===== config.mk =====
export PLATFORM = sky130hd
export DESIGN_NAME = gate_sweep
export DESIGN_NICKNAME = d
export VERILOG_FILES = /design/src/rtl/gate_sweep.sv
export SDC_FILE = /design/constraint.sdc
export NUM_CORES = 1
export LEC_CHECK = 0
export ABC_AREA = 0
export CORE_AREA = 2 2 42 44
export CTS_CLUSTER_DIAMETER = 200
export DETAILED_ROUTE_END_ITERATION = 6
export DIE_AREA = 0 0 44 46
export GPL_ROUTABILITY_DRIVEN = 0
export PLACE_DENSITY = 0.77
export SETUP_SLACK_MARGIN = 0.05
export SLEW_MARGIN = 20
export SYNTH_ARGS = -nofsm -noshare
export SYNTH_HDL_FRONTEND = slang
export SYNTH_SLANG_ARGS = --single-unit

===== constraint.sdc =====
create_clock -name clk -period 6.2 [get_ports clk]
set_input_delay 0.93 -clock clk [delete_from_list [all_inputs] [get_ports clk]]
set_output_delay 0.93 -clock clk [all_outputs]
set_load 0.01 [all_outputs]

===== src/rtl/gate_sweep.sv =====
// gate_sweep: N-input logic gate with a built-in truth-table sequencer.
// Steps vec_out through all 2^N vectors, DWELL cycles each, counting ones.
module gate_sweep #(
    parameter int N     = 3,
    parameter int DWELL = 2
) (
    input  logic         clk,
    input  logic         rst,
    input  logic         start,
    input  logic         abort,
    input  logic [2:0]   mode,
    output logic [N-1:0] vec_out,
    output logic         x_out,
    output logic         busy,
    output logic         done,
    output logic [N:0]   ones_count
);

    localparam int DW = (DWELL > 1) ? $clog2(DWELL) : 1;

    typedef enum logic [1:0] {
        S_IDLE,
        S_RUN,
        S_DONE
    } state_t;

    state_t        r_state;
    state_t        w_next;
    logic [2:0]    r_mode;
    logic [N-1:0]  r_vec;
    logic [DW-1:0] r_dwell;
    logic [N:0]    r_ones;

    logic w_last;
    logic w_all_ones;
    logic w_gate;
    logic w_x;

    assign w_last     = (r_dwell == DW'(DWELL - 1));
    assign w_all_ones = &r_vec;

    always_comb begin
        w_gate = 1'b0;
        case (r_mode)
            3'd0:    w_gate = &r_vec;
            3'd1:    w_gate = |r_vec;
            3'd2:    w_gate = ~&r_vec;
            3'd3:    w_gate = ~|r_vec;
            3'd4:    w_gate = ^r_vec;
            3'd5:    w_gate = ~^r_vec;
            default: w_gate = 1'b0;
        endcase
    end

    assign w_x = (r_state == S_RUN) & w_gate;

    always_ff @(posedge clk or posedge rst) begin
        if (rst) begin
            r_state <= S_IDLE;
        end else begin
            r_state <= w_next;
        end
    end

    always_comb begin
        w_next = r_state;
        case (r_state)
            S_IDLE: begin
                if (start) begin
                    w_next = S_RUN;
                end
            end
            S_RUN: begin
                if (abort) begin
                    w_next = S_IDLE;
                end else if (w_last && w_all_ones) begin
                    w_next = S_DONE;
                end
            end
            S_DONE:  w_next = S_IDLE;
            default: w_next = S_IDLE;
        endcase
    end

    // Abort wins over the last-dwell count on the same edge.
    always_ff @(posedge clk or posedge rst) begin
        if (rst) begin
            r_mode  <= '0;
            r_vec   <= '0;
            r_dwell <= '0;
            r_ones  <= '0;
        end else begin
            case (r_state)
                S_IDLE: begin
                    if (start) begin
                        r_mode  <= mode;
                        r_vec   <= '0;
                        r_dwell <= '0;
                        r_ones  <= '0;
                    end
                end
                S_RUN: begin
                    if (abort) begin
                        r_vec   <= '0;
                        r_dwell <= '0;
                    end else if (w_last) begin
                        r_ones  <= r_ones + (N + 1)'(w_x);
                        r_dwell <= '0;
                        r_vec   <= r_vec + 1'b1;
                    end else begin
                        r_dwell <= r_dwell + 1'b1;
                    end
                end
                default: begin
                    r_vec   <= '0;
                    r_dwell <= '0;
                end
            endcase
        end
    end

    assign vec_out    = r_vec;
    assign x_out      = w_x;
    assign busy       = (r_state == S_RUN);
    assign done       = (r_state == S_DONE);
    assign ones_count = r_ones;

endmodule


==> results.txt <==
Post-route cell area: 956 um^2
Worst Hold Endpoint: ones_count[3]
FF-to-FF End: ones_count[2]
TritonCTS clock tree: built
Root Driver: clkbuf_4
Hold path depth: 2
Wire per inst: 12.7 um
Fin util: 0.592
Period utilization: 0.529
Core Region: 0.00161 mm^2
Drt via density: 5.50
Antenna viol nets, final: 0
Dpl ws: 3.21 ns
Tmin final: 3.28 ns
Fillers: 138
GR met2 Demand/Resource: 0.259
Clk buf depth: 2
Final Skew: 0.00703 ns
DP HPWL: 1.04 mm
Critical Path AT: 2.35 ns
Final setup viols: 0
Most common cell in the synthesized netlist: dfrtp_1
Synth Area in XOR/XNOR: 0.0301
Multiplexer share of the synthesized area: 0.0451
Clock-pin slew on the worst setup and hold paths: 0.09 ns
Status: finished clean
Hold buffers post-CTS: 0
Vias in the first global route: 563
Hold Fails Final Rpt: 0
Adder-cell share of the synthesized area: 0.0835
Register area share after synthesis: 0.434
Buffers on Ports: 16
Starting Density: 0.464
Top Usage Layer GRT: met2
RR Startpoint: vec_out[1]
Cell Rows: 15
Cell taking the most area after synthesis: dfrtp_1
Measured slew at the worst slew-check pin: 0.510 ns
Max Fclk: 0.305 GHz
DRT iter0 DRCs: 2
Warnings from Yosys: 0
Horiz. Die Dim: 44 um
Max Cap Viol: 0
Pleak: 0.436 nW
Ant. Diodes: 0
DRC errors left: 0
Syn Area/Cell: 10.6 um^2
Count of pins over their slew limit: 0
Antenna violations before repair: 0
Synthesized instance count: 71
Synthesized-area fraction occupied by and/or/nand/nor cells: 0.209
Slew headroom: 0.660
Top-area cell type share of the netlist area: 0.434
Grt total ovfl: 0
Synth Cell Area: 749 um^2
Path depth of the worst reg2reg path: 10
R2r setup slk: 3.73 ns
Largest net degree at the start of global routing: 14
Layout cells sized above 1: 0.111
DR pass1 iterations: 4
Synth top area cells: dfrtp_1, ha_1, inv_1, nand3_1, mux2_2
PD cells: 252 mW/mm^2
Min-delay src: ones_count[3]
Synth top cells by count: dfrtp_1, inv_1, ha_1, nand3_1
Ys flop type: dfrtp_1
Slack of the critical path: 2.92 ns
Multi-input gate area: 389 um^2
Ys async rst share: 1.00
Syn nets: 83
Largest family of logic cells by synthesized area: simple AND/OR/NAND/NOR gates
Global routing usage on met1: 0.197
Area grow syn2layout: 27.5%
Htree depth: 1
Crit path capture type: output port
Compound-Gate Fraction of Synth Area: 0.152
Min-delay worst type: reg2reg
Final #Nets: 103
Die area: 0.00202 mm^2
Io pins: 17
Setup CP Type: reg2out
Number of CTS-inserted buffers: 3
Placed Area: 930 um^2
Die Span Y: 46 um
Total GRT Usage: 0.155
Post-CTS sizing: 0
Critical Path Source Type: register
FF/Latch Area: 325 um^2
Setup Buffers After CTS: 0
WP data required: 5.27 ns
Max VDD drop: 0.000165 V
Vias: 589
Drt total wl: 1.36 mm
First-pass GRT wire length: 2.28 mm
M3 GR Usage: 0.0238
Clk sinks: 13
EDFF count, synth: 0
Setup_tns: 0 ns
Clk_lat worst skew: 0.28 ns
RSZ-0062 raised after global routing: false
Synth cell types: 30
Crit Path Max Fanout: 4
Register bit total from synthesis: 13
-- placed cells by master, fill, tap and decap left out, drive strengths merged, types with 2 or more instances in the layout --
cell type / instances
or3: 3
clkbuf: 4
dfrtp: 13
nand3: 5
o2111ai: 2
nand2: 2
mux2: 3
a22o: 2
a21oi: 5
nor2: 2
clkdlybuf4s50: 16
o21ai: 4
inv: 7
nand3b: 3
ha: 5
-- cell families (layout without fill, tap and decap cells) --
| family | after synthesis | after routing |
|---|---|---|
| xor+xnor | 1 | 1 |
| simple gates | 24 | 24 |
| compound gates | 16 | 16 |
| flops | 13 | 13 |
| mux | 3 | 3 |
| buf+inv | 9 | 28 |
| fa+ha+maj | 5 | 5 |
-- registers in the layout, indices dropped and copies added, names as in the netlist --
signal and flops:
ones_count 4, r_dwell 1, r_mode 3, r_state 2
vec_out 3
-- layer usage --
layer,share of wire,up-vias
met5,0,-
met4,0.0044,0
met3,0.031,2
met2,0.51,12
met1,0.46,280
li1,-,295
-- where the power goes --
group,leakage (nW),internal [mW],switching (mW)
sequential,0.171,0.0976,0.0149
combinational,0.250,0.0430,0.0323
clock,0.0150,0.0249,0.0282
-- final cells by class --
| type | count | area share |
|---|---|---|
| Multi-Input combinational cell | 49 | 0.407 |
| Sequential cell | 13 | 0.340 |
| Tap cell | 17 | 0.0223 |
| Clock buffer | 4 | 0.0275 |
| Timing Repair Buffer | 17 | 0.175 |
| Inverter | 7 | 0.0275 |
-- metrics by stage --
stage / std cells / power (mW) / hold slack [ns]
2_1_floorplan: 71 / 0.157 / 0.503
3_3_place_gp: 103 / 0.189 / 0.536
3_5_place_dp: 103 / 0.190 / 0.551
4_1_cts: 107 / 0.243 / 0.563
5_1_grt: 107 / 0.255 / 0.599
6_report: 107 / 0.241 / 0.554
-- worst max-delay path, cell delays in order, from the launching register on --
cell             delay [ns]
dfrtp_1                0.40
ha_1                   0.17
ha_1                   0.19
nor2_1                 0.06
or3_1                  0.36
a311oi_2               0.31
clkdlybuf4s50_1        0.58
-- worst max path at each step --
stage                    start            end  slack, ns  cells after the start
floorplan           vec_out[0]  ones_count[2]       3.74                     10
global placement    vec_out[1]          x_out       3.26                      6
detailed placement  vec_out[1]          x_out       3.21                      6
CTS                 vec_out[1]          x_out       2.90                      6
global route        vec_out[1]          x_out       2.79                      6
finish              vec_out[1]          x_out       2.92                      6
Power figures use the tool's default switching activity.
